## config.mk

```make
export PLATFORM = sky130hd
export DESIGN_NAME = rv32i_lsu_mc_flat
export DESIGN_NICKNAME = d
export VERILOG_FILES = /design/src/rtl/rv32i_lsu_mc_if.sv /design/src/rtl/rv32i_lsu_mc.sv /design/src/flat_wrapper.sv
export SDC_FILE = /design/constraint.sdc
export NUM_CORES = 1
export LEC_CHECK = 0
export ABC_AREA = 1
export BUFFER_PORTS_ARGS = -buffer_cell sky130_fd_sc_hd__buf_2
export CAP_MARGIN = 40
export CORE_ASPECT_RATIO = 1.2
export CORE_UTILIZATION = 45
export CTS_BUF_LIST = sky130_fd_sc_hd__clkbuf_8
export DETAILED_ROUTE_END_ITERATION = 8
export GPL_TIMING_DRIVEN = 0
export PLACE_DENSITY = 0.83
export SYNTH_ARGS = -nofsm -noshare
export SYNTH_HDL_FRONTEND = slang
export SYNTH_SLANG_ARGS = --single-unit
```

## constraint.sdc

```tcl
create_clock -name clk -period 4.1 [get_ports clk]
set_input_delay 0.615 -clock clk [delete_from_list [all_inputs] [get_ports clk]]
set_output_delay 0.615 -clock clk [all_outputs]
set_load 0.02 [all_outputs]
```

## src/rtl/rv32i_lsu_mc_if.sv

```systemverilog
`default_nettype none
// ============================================================================
// Module   : rv32i_lsu_mc_if
// Brief    : Request/response and word-aligned memory bundle for rv32i_lsu_mc.
// Revision : 1.0
// ============================================================================
interface rv32i_lsu_mc_if #(
    parameter int XLEN = 32
);
    localparam int BYTES = XLEN / 8;

    logic             req_valid;
    logic             req_ready;
    logic             req_store;
    logic [2:0]       req_funct3;
    logic [XLEN-1:0]  req_addr;
    logic [XLEN-1:0]  req_wdata;
    logic             resp_valid;
    logic [XLEN-1:0]  resp_rdata;
    logic             resp_misaligned;
    logic             resp_illegal;
    logic             resp_timeout;
    logic             mem_read;
    logic             mem_write;
    logic [XLEN-1:0]  mem_address;
    logic [XLEN-1:0]  mem_wdata;
    logic [BYTES-1:0] mem_byte_enable;
    logic [XLEN-1:0]  mem_rdata;
    logic             mem_resp;

    // The load/store unit itself
    modport slave (
        input  req_valid, req_store, req_funct3, req_addr, req_wdata,
        input  mem_rdata, mem_resp,
        output req_ready, resp_valid, resp_rdata, resp_misaligned,
        output resp_illegal, resp_timeout,
        output mem_read, mem_write, mem_address, mem_wdata, mem_byte_enable
    );

    // Control plus memory surrounding the unit
    modport master (
        output req_valid, req_store, req_funct3, req_addr, req_wdata,
        output mem_rdata, mem_resp,
        input  req_ready, resp_valid, resp_rdata, resp_misaligned,
        input  resp_illegal, resp_timeout,
        input  mem_read, mem_write, mem_address, mem_wdata, mem_byte_enable
    );
endinterface
`default_nettype wire

```

## src/rtl/rv32i_lsu_mc.sv

```systemverilog
`default_nettype none
// ============================================================================
// Module   : rv32i_lsu_mc
// Brief    : Multicycle RV32I/RV64I load/store unit with lane masking,
//            load extension, fault detection and memory timeout.
// Revision : 1.0
// ============================================================================
module rv32i_lsu_mc #(
    parameter int XLEN    = 32,
    parameter int TIMEOUT = 0,
    parameter int CNTW    = 16
) (
    input  wire logic       clk,
    input  wire logic       rst,
    rv32i_lsu_mc_if.slave   lsu
);
    localparam int BYTES = XLEN / 8;
    localparam int OFFW  = $clog2(BYTES);
    localparam logic [CNTW-1:0] c_to_last = CNTW'((TIMEOUT == 0) ? 0 : TIMEOUT - 1);

    typedef enum logic [1:0] {
        S_IDLE   = 2'd0,
        S_ACCESS = 2'd1,
        S_RESP   = 2'd2
    } state_t;

    state_t           r_state, w_state_nxt;
    logic             r_store, w_store_nxt;
    logic [2:0]       r_f3, w_f3_nxt;
    logic [OFFW-1:0]  r_off, w_off_nxt;
    logic [CNTW-1:0]  r_cnt, w_cnt_nxt;
    logic             r_rd, w_rd_nxt;
    logic             r_wr, w_wr_nxt;
    logic [XLEN-1:0]  r_addr, w_addr_nxt;
    logic [XLEN-1:0]  r_wdata, w_wdata_nxt;
    logic [BYTES-1:0] r_be, w_be_nxt;
    logic             r_rvalid, w_rvalid_nxt;
    logic [XLEN-1:0]  r_rdata, w_rdata_nxt;
    logic             r_mis, w_mis_nxt;
    logic             r_ill, w_ill_nxt;
    logic             r_to, w_to_nxt;

    logic [OFFW-1:0]  w_off;
    logic             w_illegal;
    logic             w_misaligned;
    logic [BYTES-1:0] w_size_mask;
    logic [BYTES-1:0] w_be;
    logic [XLEN-1:0]  w_wshift;
    logic [XLEN-1:0]  w_raw;
    logic [6:0]       w_sh;
    logic [XLEN-1:0]  w_left;
    logic [XLEN-1:0]  w_zext;
    logic signed [XLEN-1:0] w_sext;
    logic [XLEN-1:0]  w_ext;

    // Request decode, only meaningful while IDLE
    always_comb begin
        w_off = lsu.req_addr[OFFW-1:0];
        case (lsu.req_funct3)
            3'b000, 3'b001, 3'b010: w_illegal = 1'b0;
            3'b011:                 w_illegal = (XLEN != 64);
            3'b100, 3'b101:         w_illegal = lsu.req_store;
            3'b110:                 w_illegal = lsu.req_store || (XLEN != 64);
            default:                w_illegal = 1'b1;
        endcase
        case (lsu.req_funct3[1:0])
            2'd0:    w_misaligned = 1'b0;
            2'd1:    w_misaligned = lsu.req_addr[0];
            2'd2:    w_misaligned = |lsu.req_addr[1:0];
            default: w_misaligned = |lsu.req_addr[2:0];
        endcase
        case (lsu.req_funct3[1:0])
            2'd0:    w_size_mask = BYTES'(1);
            2'd1:    w_size_mask = BYTES'(3);
            2'd2:    w_size_mask = BYTES'(15);
            default: w_size_mask = BYTES'(255);
        endcase
        w_be     = w_size_mask << w_off;
        w_wshift = lsu.req_wdata << {w_off, 3'b000};
    end

    // Load extraction: left-justify the field, then shift back logically or arithmetically
    always_comb begin
        w_raw  = lsu.mem_rdata >> {r_off, 3'b000};
        w_sh   = 7'(XLEN) - (7'd8 << r_f3[1:0]);
        w_left = w_raw << w_sh;
        w_zext = w_left >> w_sh;
        w_sext = $signed(w_left) >>> w_sh;
        w_ext  = r_f3[2] ? w_zext : $unsigned(w_sext);
    end

    always_comb begin
        w_state_nxt  = r_state;
        w_store_nxt  = r_store;
        w_f3_nxt     = r_f3;
        w_off_nxt    = r_off;
        w_cnt_nxt    = r_cnt;
        w_rd_nxt     = 1'b0;
        w_wr_nxt     = 1'b0;
        w_addr_nxt   = '0;
        w_wdata_nxt  = '0;
        w_be_nxt     = '0;
        w_rvalid_nxt = 1'b0;
        w_rdata_nxt  = '0;
        w_mis_nxt    = 1'b0;
        w_ill_nxt    = 1'b0;
        w_to_nxt     = 1'b0;
        case (r_state)
            S_IDLE: begin
                if (lsu.req_valid) begin
                    w_store_nxt = lsu.req_store;
                    w_f3_nxt    = lsu.req_funct3;
                    w_off_nxt   = w_off;
                    if (w_illegal) begin
                        w_state_nxt  = S_RESP;
                        w_rvalid_nxt = 1'b1;
                        w_ill_nxt    = 1'b1;
                    end else if (w_misaligned) begin
                        w_state_nxt  = S_RESP;
                        w_rvalid_nxt = 1'b1;
                        w_mis_nxt    = 1'b1;
                    end else begin
                        w_state_nxt = S_ACCESS;
                        w_cnt_nxt   = '0;
                        w_rd_nxt    = ~lsu.req_store;
                        w_wr_nxt    = lsu.req_store;
                        w_addr_nxt  = {lsu.req_addr[XLEN-1:OFFW], {OFFW{1'b0}}};
                        w_wdata_nxt = lsu.req_store ? w_wshift : '0;
                        w_be_nxt    = lsu.req_store ? w_be : '1;
                    end
                end
            end
            S_ACCESS: begin
                if (lsu.mem_resp) begin
                    w_state_nxt  = S_RESP;
                    w_rvalid_nxt = 1'b1;
                    w_rdata_nxt  = r_store ? '0 : w_ext;
                end else if ((TIMEOUT != 0) && (r_cnt == c_to_last)) begin
                    w_state_nxt  = S_RESP;
                    w_rvalid_nxt = 1'b1;
                    w_to_nxt     = 1'b1;
                end else begin
                    w_cnt_nxt   = r_cnt + 1'b1;
                    w_rd_nxt    = r_rd;
                    w_wr_nxt    = r_wr;
                    w_addr_nxt  = r_addr;
                    w_wdata_nxt = r_wdata;
                    w_be_nxt    = r_be;
                end
            end
            S_RESP:  w_state_nxt = S_IDLE;
            default: w_state_nxt = S_IDLE;
        endcase
    end

    always_ff @(posedge clk) begin
        if (rst) begin
            r_state  <= S_IDLE;
            r_store  <= 1'b0;
            r_f3     <= '0;
            r_off    <= '0;
            r_cnt    <= '0;
            r_rd     <= 1'b0;
            r_wr     <= 1'b0;
            r_addr   <= '0;
            r_wdata  <= '0;
            r_be     <= '0;
            r_rvalid <= 1'b0;
            r_rdata  <= '0;
            r_mis    <= 1'b0;
            r_ill    <= 1'b0;
            r_to     <= 1'b0;
        end else begin
            r_state  <= w_state_nxt;
            r_store  <= w_store_nxt;
            r_f3     <= w_f3_nxt;
            r_off    <= w_off_nxt;
            r_cnt    <= w_cnt_nxt;
            r_rd     <= w_rd_nxt;
            r_wr     <= w_wr_nxt;
            r_addr   <= w_addr_nxt;
            r_wdata  <= w_wdata_nxt;
            r_be     <= w_be_nxt;
            r_rvalid <= w_rvalid_nxt;
            r_rdata  <= w_rdata_nxt;
            r_mis    <= w_mis_nxt;
            r_ill    <= w_ill_nxt;
            r_to     <= w_to_nxt;
        end
    end

    assign lsu.req_ready       = (r_state == S_IDLE);
    assign lsu.resp_valid      = r_rvalid;
    assign lsu.resp_rdata      = r_rdata;
    assign lsu.resp_misaligned = r_mis;
    assign lsu.resp_illegal    = r_ill;
    assign lsu.resp_timeout    = r_to;
    assign lsu.mem_read        = r_rd;
    assign lsu.mem_write       = r_wr;
    assign lsu.mem_address     = r_addr;
    assign lsu.mem_wdata       = r_wdata;
    assign lsu.mem_byte_enable = r_be;
endmodule
`default_nettype wire

```

## src/flat_wrapper.sv

```systemverilog
// flat-port wrapper written by rule: the top's interface ports become plain ports
module rv32i_lsu_mc_flat 
#(
    parameter int XLEN    = 32,
    parameter int TIMEOUT = 0,
    parameter int CNTW    = 16
)
  (clk, rst, lsu_req_valid, lsu_req_store, lsu_req_funct3, lsu_req_addr, lsu_req_wdata, lsu_mem_rdata, lsu_mem_resp, lsu_req_ready, lsu_resp_valid, lsu_resp_rdata, lsu_resp_misaligned, lsu_resp_illegal, lsu_resp_timeout, lsu_mem_read, lsu_mem_write, lsu_mem_address, lsu_mem_wdata, lsu_mem_byte_enable);
  rv32i_lsu_mc_if #(.XLEN(XLEN)) lsu_i ();
  input  wire logic clk;
  input  wire logic rst;
  input wire logic [$bits(lsu_i.req_valid)-1:0] lsu_req_valid;
  input wire logic [$bits(lsu_i.req_store)-1:0] lsu_req_store;
  input wire logic [$bits(lsu_i.req_funct3)-1:0] lsu_req_funct3;
  input wire logic [$bits(lsu_i.req_addr)-1:0] lsu_req_addr;
  input wire logic [$bits(lsu_i.req_wdata)-1:0] lsu_req_wdata;
  input wire logic [$bits(lsu_i.mem_rdata)-1:0] lsu_mem_rdata;
  input wire logic [$bits(lsu_i.mem_resp)-1:0] lsu_mem_resp;
  output wire logic [$bits(lsu_i.req_ready)-1:0] lsu_req_ready;
  output wire logic [$bits(lsu_i.resp_valid)-1:0] lsu_resp_valid;
  output wire logic [$bits(lsu_i.resp_rdata)-1:0] lsu_resp_rdata;
  output wire logic [$bits(lsu_i.resp_misaligned)-1:0] lsu_resp_misaligned;
  output wire logic [$bits(lsu_i.resp_illegal)-1:0] lsu_resp_illegal;
  output wire logic [$bits(lsu_i.resp_timeout)-1:0] lsu_resp_timeout;
  output wire logic [$bits(lsu_i.mem_read)-1:0] lsu_mem_read;
  output wire logic [$bits(lsu_i.mem_write)-1:0] lsu_mem_write;
  output wire logic [$bits(lsu_i.mem_address)-1:0] lsu_mem_address;
  output wire logic [$bits(lsu_i.mem_wdata)-1:0] lsu_mem_wdata;
  output wire logic [$bits(lsu_i.mem_byte_enable)-1:0] lsu_mem_byte_enable;
  assign lsu_i.req_valid = lsu_req_valid;
  assign lsu_i.req_store = lsu_req_store;
  assign lsu_i.req_funct3 = lsu_req_funct3;
  assign lsu_i.req_addr = lsu_req_addr;
  assign lsu_i.req_wdata = lsu_req_wdata;
  assign lsu_i.mem_rdata = lsu_mem_rdata;
  assign lsu_i.mem_resp = lsu_mem_resp;
  assign lsu_req_ready = lsu_i.req_ready;
  assign lsu_resp_valid = lsu_i.resp_valid;
  assign lsu_resp_rdata = lsu_i.resp_rdata;
  assign lsu_resp_misaligned = lsu_i.resp_misaligned;
  assign lsu_resp_illegal = lsu_i.resp_illegal;
  assign lsu_resp_timeout = lsu_i.resp_timeout;
  assign lsu_mem_read = lsu_i.mem_read;
  assign lsu_mem_write = lsu_i.mem_write;
  assign lsu_mem_address = lsu_i.mem_address;
  assign lsu_mem_wdata = lsu_i.mem_wdata;
  assign lsu_mem_byte_enable = lsu_i.mem_byte_enable;
  rv32i_lsu_mc #(.XLEN(XLEN), .TIMEOUT(TIMEOUT), .CNTW(CNTW)) u_core (.clk(clk), .rst(rst), .lsu(lsu_i));
endmodule
```

==> run metrics, run 1 <==
status=completed; Logic pwr share=19.8%; PwrDens=329 mW/mm2; Req. time, crit path=3.48 ns; CP Launch Type=flip-flop; die width=100 um; Clk pin slew, worst setup/hold paths=0.11 ns; Starting DRT DRC Count=453; worst r2r src=u_core.r_off[1]; Leak=3.31 nW; grt ovf=0; Tmin final=2.11 ns; largest net degree at the start of global routing=20; final RePlAce weighted congestion=0.966; Max Root-Sink Buffers=2; crit path setup slack, layout=1.99 ns; first-pass GRT wire length=24.6 mm; number of remaining DRC errors=0; DR WL met2=7.68 mm; final hold vios=0; Flop pwr share=50.9%; most frequent cells in the layout=nand2_1, buf_2, dfxtp_1; Net Sw Frac=31.7%; #FFs+latches synth=111; TritonCTS clock tree=yes; clock sinks=111; R2R Setup Slk=2.43 ns; CP Launch Point=u_core.r_state[0]; ANT cells=0; IO Pins=211; Mapped Area=0.00523 mm2; R2R depth=8; Die ar.=0.0121 mm2; DR vias=5728; Distinct cells, synth=30; setup bufs post-CTS=0; M1 WL=6.29 mm; pre-CTS setup slack=1.97 ns; max cap viols=0; number of detailed-route iterations in the first pass=5; core box area=0.0112 mm2; mean routed wirelength per cell=14.2 um; vias in the first global route=5170; Crit Path Class=flip-flop to output port; commonest non-fill, non-tap cell in the layout=nand2_1; Global Route Usage Sum=26.3%; crit path to=lsu_req_ready; worst vdd ir=0.158 mV; Switch Pwr=0.000694 W; Seq/Total Area, Yosys=42.5%; synth-to-layout area growth=27.1%; uppermost layer routed=met4; Max transition margin=45.0%; worst slew pin tran=0.824 ns; insertion delay to the later sink of the worst-skew pair=0.39 ns; via density per instance=5.11; final setup violation count=0; class of the worst hold path=flip-flop to flip-flop; CTS root buffer=clkbuf_8; initial antenna violation count=0; Crit path arrival time=1.50 ns; I/O Buffers=205; CP Capture Type=output port; htree depth=3; CTS resizes=0; FMAX=0.473 GHz; Yosys Warn Count=0; height of the die=120 um; Setup TNS=0 ns; share of layout cells above drive strength 1=30.4%; Clock Skews=0.0174 ns; met3 wire length=1.36 mm; Final ANT Viol Nets=0; CP max FO=10; Final period util=51.5%; CTS Hold Bufs=0; # nets final=1065; total clock buffers created by CTS=9; HPWL reported at the end of detailed placement=12.3 mm; post-synthesis cell count=743; Initial Utilization=46.8%; power share of the clock group=29.3%; row count=42; pins over their slew limit=0; RSZ-0062 raised after global routing=false; synthesized area per cell=7.04 um2; Routed WL=15.9 mm; Pint=0.00150 W; R2R Path End=u_core.lsu.resp_rdata[19]
-- final cells by class --
cell class                 instances  area, um2
timing repair buffer             205       1030
fill                            1098       4540
inverter                          53        199
clock buffer                      10        138
sequential                       111       2220
buffer                            53        282
tap                              154        193
multi-input combinational        528       2540
clock inverter                     6       52.6
-- registers in the layout, summed over array words and instances (netlist names) --
register                    cells
u_core.lsu.mem_write            1
u_core.lsu.mem_wdata           32
u_core.lsu.resp_valid           1
u_core.lsu.mem_read             1
u_core.lsu.mem_byte_enable      4
u_core.r_state                  2
u_core.r_off                    2
u_core.r_store                  1
u_core.lsu.resp_illegal         1
u_core.lsu.resp_rdata          32
u_core.lsu.mem_address         30
u_core.lsu.resp_misaligned      1
u_core.r_f3                     3
-- routing by layer --
metal / GRT usage, % / up-vias
met4: 13.2 / 0
li1: - / 2861
met2: 44.5 / 282
met3: 5.94 / 45
met5: 0 / -
met1: 30.9 / 2540
-- power by group through the flow --
stage | clock network, W | registers, W | logic (W)
final | 0.000643 | 0.00111 | 0.000433
after global routing | 0.000706 | 0.00112 | 0.000475
after CTS | 0.000657 | 0.00111 | 0.000425
after detailed placement | 0 | 0.00114 | 0.000424
after global placement | 0 | 0.00114 | 0.000424
after floorplan | 0 | 0.00115 | 0.000256
-- critical path, stage by stage (launching register included) --
cell      delay (ns)
dfxtp_1         0.33
nor2_1          0.15
clkbuf_1        0.37
buf_2           0.27
-- cells by family (layout without fill, tap and decap cells) --
family	Yosys count	count (layout)	synth area share (%)
simple gates	365	365	29.8
compound gates	160	160	18.5
flops	111	111	42.5
buf+inv	106	327	9.18
other cells	1	3	0.0717
-- synthesized netlist by cell type (all sizes together) --
library cell	number	area (um2)
a21oi	85	527
a31oi	10	62.6
buf	30	195
clkbuf	23	86.3
clkinv	1	3.75
conb	1	3.75
dfxtp	111	2220
inv	52	195
nand2	234	883
nand3	58	295
nand3b	7	52.6
nand4	10	62.6
nor2	46	204
nor3	9	56.3
nor4	1	6.26
o211ai	15	113
o21a	1	7.51
o21ai	48	252
o22ai	1	6.26
-- stage by stage --
stage / util, % / hold slack, ns / std cells / area [um2] / power (W)
after detailed placement: 57.7 / 0.453 / 1104 / 6460 / 0.00156
after global placement: 57.7 / 0.445 / 1104 / 6460 / 0.00156
after global routing: 59.4 / 0.463 / 1120 / 6650 / 0.00230
final: 59.4 / 0.469 / 1120 / 6650 / 0.00219
after CTS: 59.4 / 0.463 / 1120 / 6650 / 0.00220
after floorplan: - / 0.516 / 745 / 5240 / 0.00141
-- how the worst min path moves through the flow --
stage	start	end	slack, ns	cells past startpoint
after floorplan	u_core.r_f3[0]	u_core.r_f3[0]	0.52	2
after global placement	u_core.lsu.mem_address[4]	u_core.lsu.mem_address[4]	0.45	2
after detailed placement	u_core.lsu.mem_address[3]	u_core.lsu.mem_address[3]	0.45	2
after CTS	lsu_req_addr[14]	u_core.lsu.mem_address[14]	0.46	3
after global routing	lsu_req_addr[10]	u_core.lsu.mem_address[10]	0.46	3
final	u_core.lsu.mem_address[3]	u_core.lsu.mem_address[3]	0.47	2
Note: power is estimated with default switching activity, not from simulation.
==> inputs of run 2 (changes only) <==
--- a/config.mk
+++ b/config.mk
@@ -5,7 +5,7 @@
 export SDC_FILE = /design/constraint.sdc
 export NUM_CORES = 1
 export LEC_CHECK = 0
-export ABC_AREA = 1
+export ABC_AREA = 0
 export BUFFER_PORTS_ARGS = -buffer_cell sky130_fd_sc_hd__buf_2
 export CAP_MARGIN = 40
 export CORE_ASPECT_RATIO = 1.2
@@ -13,7 +13,7 @@
 export CTS_BUF_LIST = sky130_fd_sc_hd__clkbuf_8
 export DETAILED_ROUTE_END_ITERATION = 8
 export GPL_TIMING_DRIVEN = 0
-export PLACE_DENSITY = 0.83
+export PLACE_DENSITY = 0.85
 export SYNTH_ARGS = -nofsm -noshare
 export SYNTH_HDL_FRONTEND = slang
 export SYNTH_SLANG_ARGS = --single-unit
==> constraint.sdc (replaced) <==
create_clock -name clk -period 1.95 [get_ports clk]
set_input_delay 0.2925 -clock clk [delete_from_list [all_inputs] [get_ports clk]]
set_output_delay 0.2925 -clock clk [all_outputs]
set_load 0.02 [all_outputs]
==> run 2 against run 1 <==
Total power grew 96%; clock skew decreased by 0.0077 ns; register-to-register slack lost 2.3 ns; synthesized cell count down 25%; routed wire length is 17% lower; clock power rose by 100%; combinational power up 56%; sequential power increased by 110%; global-route usage decreased by 1.6 points; count of clock-buffer cells in the layout decreased by 1.
==> run metrics, run 2 <==
status=completed; Die ar.=0.0108 mm2 (-10%); first-pass GRT wire length=20.9 mm (-15%); Max transition margin=52.9% (+7.9 points); grt ovf=0 (unchanged); top_reg_cell synth=dfxtp_1; Routed WL=13.1 mm (-17%); Crit Path Class=flip-flop to flip-flop; largest area contributor in the netlist=dfxtp_1; count leader, synth=nand2_1; number of detailed-route iterations in the first pass=4 (-1); CP Launch Type=flip-flop; die width=95.2 um (-5.3%); Max Root-Sink Buffers=2 (unchanged); Seq/Total Area, Yosys=47.4% (+4.9 points); worst vdd ir=0.396 mV (+150%); CTS root buffer=clkbuf_8; ANT cells=0 (unchanged); max cap viols=0 (unchanged); Post-synth top cells=nand2_1, dfxtp_1, a21oi_1; Clk pin slew, worst setup/hold paths=0.11 ns (about the same); commonest non-fill, non-tap cell in the layout=buf_2; Pint=0.00306 W (+100%); synth-to-layout area growth=30.3%; Final ANT Viol Nets=0 (unchanged); I/O Buffers=204 (-0.49%); most frequent cells in the layout=buf_2, nand2_1, dfxtp_1; Flop pwr share=54.3% (+3.4 points); power share of the clock group=30.0% (+0.7 points); via density per instance=5.09 (-0.53%); row count=40 (-4.8%); crit path cell chain=or3b_4, or3b_1, nand2b_1, buf_2, buf_6, a21oi_2; Global Route Usage Sum=24.7% (-1.6 points); PnR Total Power=0.00430 W (+96%); TritonCTS clock tree=yes; Net Sw Frac=28.9% (-2.8 points); final RePlAce weighted congestion=0.890 (-7.9%); CP Capture Type=flip-flop; number of remaining DRC errors=0 (unchanged); height of the die=114 um (-5.3%); FMAX=0.539 GHz; EDFF count, synth=0 (unchanged); Cells after DPL=889 (-19%); Leak=2.93 nW (-11%); worst slew pin tran=0.706 ns (-0.118 ns); largest net degree at the start of global routing=20 (unchanged); pins over their slew limit=0 (unchanged); RSZ-0062 raised after global routing=false; final hold vios=0 (unchanged); Clock Skews=0.00972 ns (-0.00771 ns); # nets final=879 (-17%); htree depth=3 (unchanged); class of the worst hold path=input pin to flip-flop; total clock buffers created by CTS=9 (unchanged); max incr delay on CP=0.40 ns (+0.03 ns); Synth async-reset ratio=0% (unchanged); CP max stage cell=or3b_4; initial antenna violation count=0 (unchanged); Crit path arrival time=2.16 ns (+0.66 ns); insertion delay to the later sink of the worst-skew pair=0.37 ns (-0.02 ns); final hold slack=0.151 ns (-0.318 ns); kind of cell adding the most delay to the critical path=simple AND/OR/NAND/NOR gates; PwrDens=704 mW/mm2 (+110%); Starting DRT DRC Count=146 (-68%); fin cells=906 (-19%); share of layout cells above drive strength 1=35.0% (+4.6 points); WP buf/inv=2 (unchanged); Yosys Warn Count=0 (unchanged); Req. time, crit path=2.25 ns (-1.23 ns); DR vias=4609 (-20%); Synth top area share=47.4% (+4.9 points); final cell utilization of the core=60.7% (+1.3 points); Setup TNS=0 ns (unchanged); mean routed wirelength per cell=14.5 um (+2.4%); Switch Pwr=0.00124 W (+79%); core box area=0.0101 mm2 (-10%); Initial Utilization=46.6% (-0.15 points); #FFs+latches synth=111 (unchanged); IO Pins=211 (unchanged); Mapped Area=0.00469 mm2 (-10%); synthesized area per cell=8.42 um2 (+19%); Final period util=95.2%; Tmin final=1.86 ns; Distinct cells, synth=40 (+33%); clock sinks=111 (unchanged); post-synthesis cell count=557 (-25%); Synth area leaders=dfxtp_1, nand2_1, mux2i_1, a21oi_1, o21ai_0; final setup violation count=0 (unchanged); vias in the first global route=4396 (-15%); HPWL reported at the end of detailed placement=10.1 mm (-18%); Logic pwr share=15.7% (-4.1 points); CP max FO=10 (unchanged)
-- run 2: logic make-up after synthesis --
logic type             synth area share (%)
AO/OA/AOI/OAI                          16.6
AND/OR/NAND/NOR                        18.1
buffers and inverters                  4.96
flip-flops                             47.4
multiplexers                           12.7
XOR/XNOR                              0.187
other                                0.0800
-- run 2: area by class of cell --
class                   instances  area, um2
clock buffers                   9        124
repair buffers                206       1040
multi-input cells             395       2270
plain buffers                  42        200
flip-flops and latches        111       2220
inverters                      10       37.5
fillers                       925       3950
well taps                     126        158
clock inverters                 7       57.6
-- run 2: worst paths after layout --
| path | start | depth (start not counted) | to | slack, ns |
|---|---|---|---|---|
| worst max register to register | u_core.r_state[0] | 6 | u_core.lsu.resp_rdata[27] | 0.09 |
| worst max-delay path | u_core.r_state[0] | 6 | u_core.lsu.resp_rdata[27] | 0.09 |
| worst min register to register | u_core.lsu.mem_wdata[26] | 2 | u_core.lsu.mem_wdata[26] | 0.45 |
| worst min-delay path | lsu_req_addr[20] | 3 | u_core.lsu.mem_address[20] | 0.15 |
-- run 2: layer usage --
metal	vias up	share of wire (%)	GRT usage, %
li1	2306	-	-
met1	2066	41	28.8
met2	209	50	42.7
met3	28	6.5	4.33
met4	0	3.0	12.5
met5	-	0	0
-- run 2: worst register-to-register path: stages (launching register included) --
cell and delay, ns:
dfxtp_2 0.39, or3b_4 0.40, or3b_1 0.39, nand2b_1 0.14, buf_2 0.19, buf_6 0.18
a21oi_2 0.11
-- run 2: what timing repair did --
item | 4_1_cts | 5_1_grt
resized for setup | 3 | 14
pin swaps | 1 | 1
setup buffers | 1 | 1
cloned | 0 | 0
hold buffers | 0 | 0
endpoints found under the setup margin | 38 | 76
-- run 2: metrics by stage --
step | area, um2 | setup WS (ns)
after floorplan | 4700 | 0.282
after global placement | 5870 | 0.00262
after detailed placement | 5870 | -0.0504
after global routing | 6110 | 0.00359
after CTS | 6070 | 0.00372
final | 6110 | 0.0944
-- run 2: power by group through the flow --
stage / logic (W) / clock network (W) / registers, W
final: 0.000675 / 0.00129 / 0.00233
after global routing: 0.000741 / 0.00143 / 0.00234
after CTS: 0.000663 / 0.00132 / 0.00233
after detailed placement: 0.000658 / 0 / 0.00239
after global placement: 0.000650 / 0 / 0.00238
after floorplan: 0.000365 / 0 / 0.00243
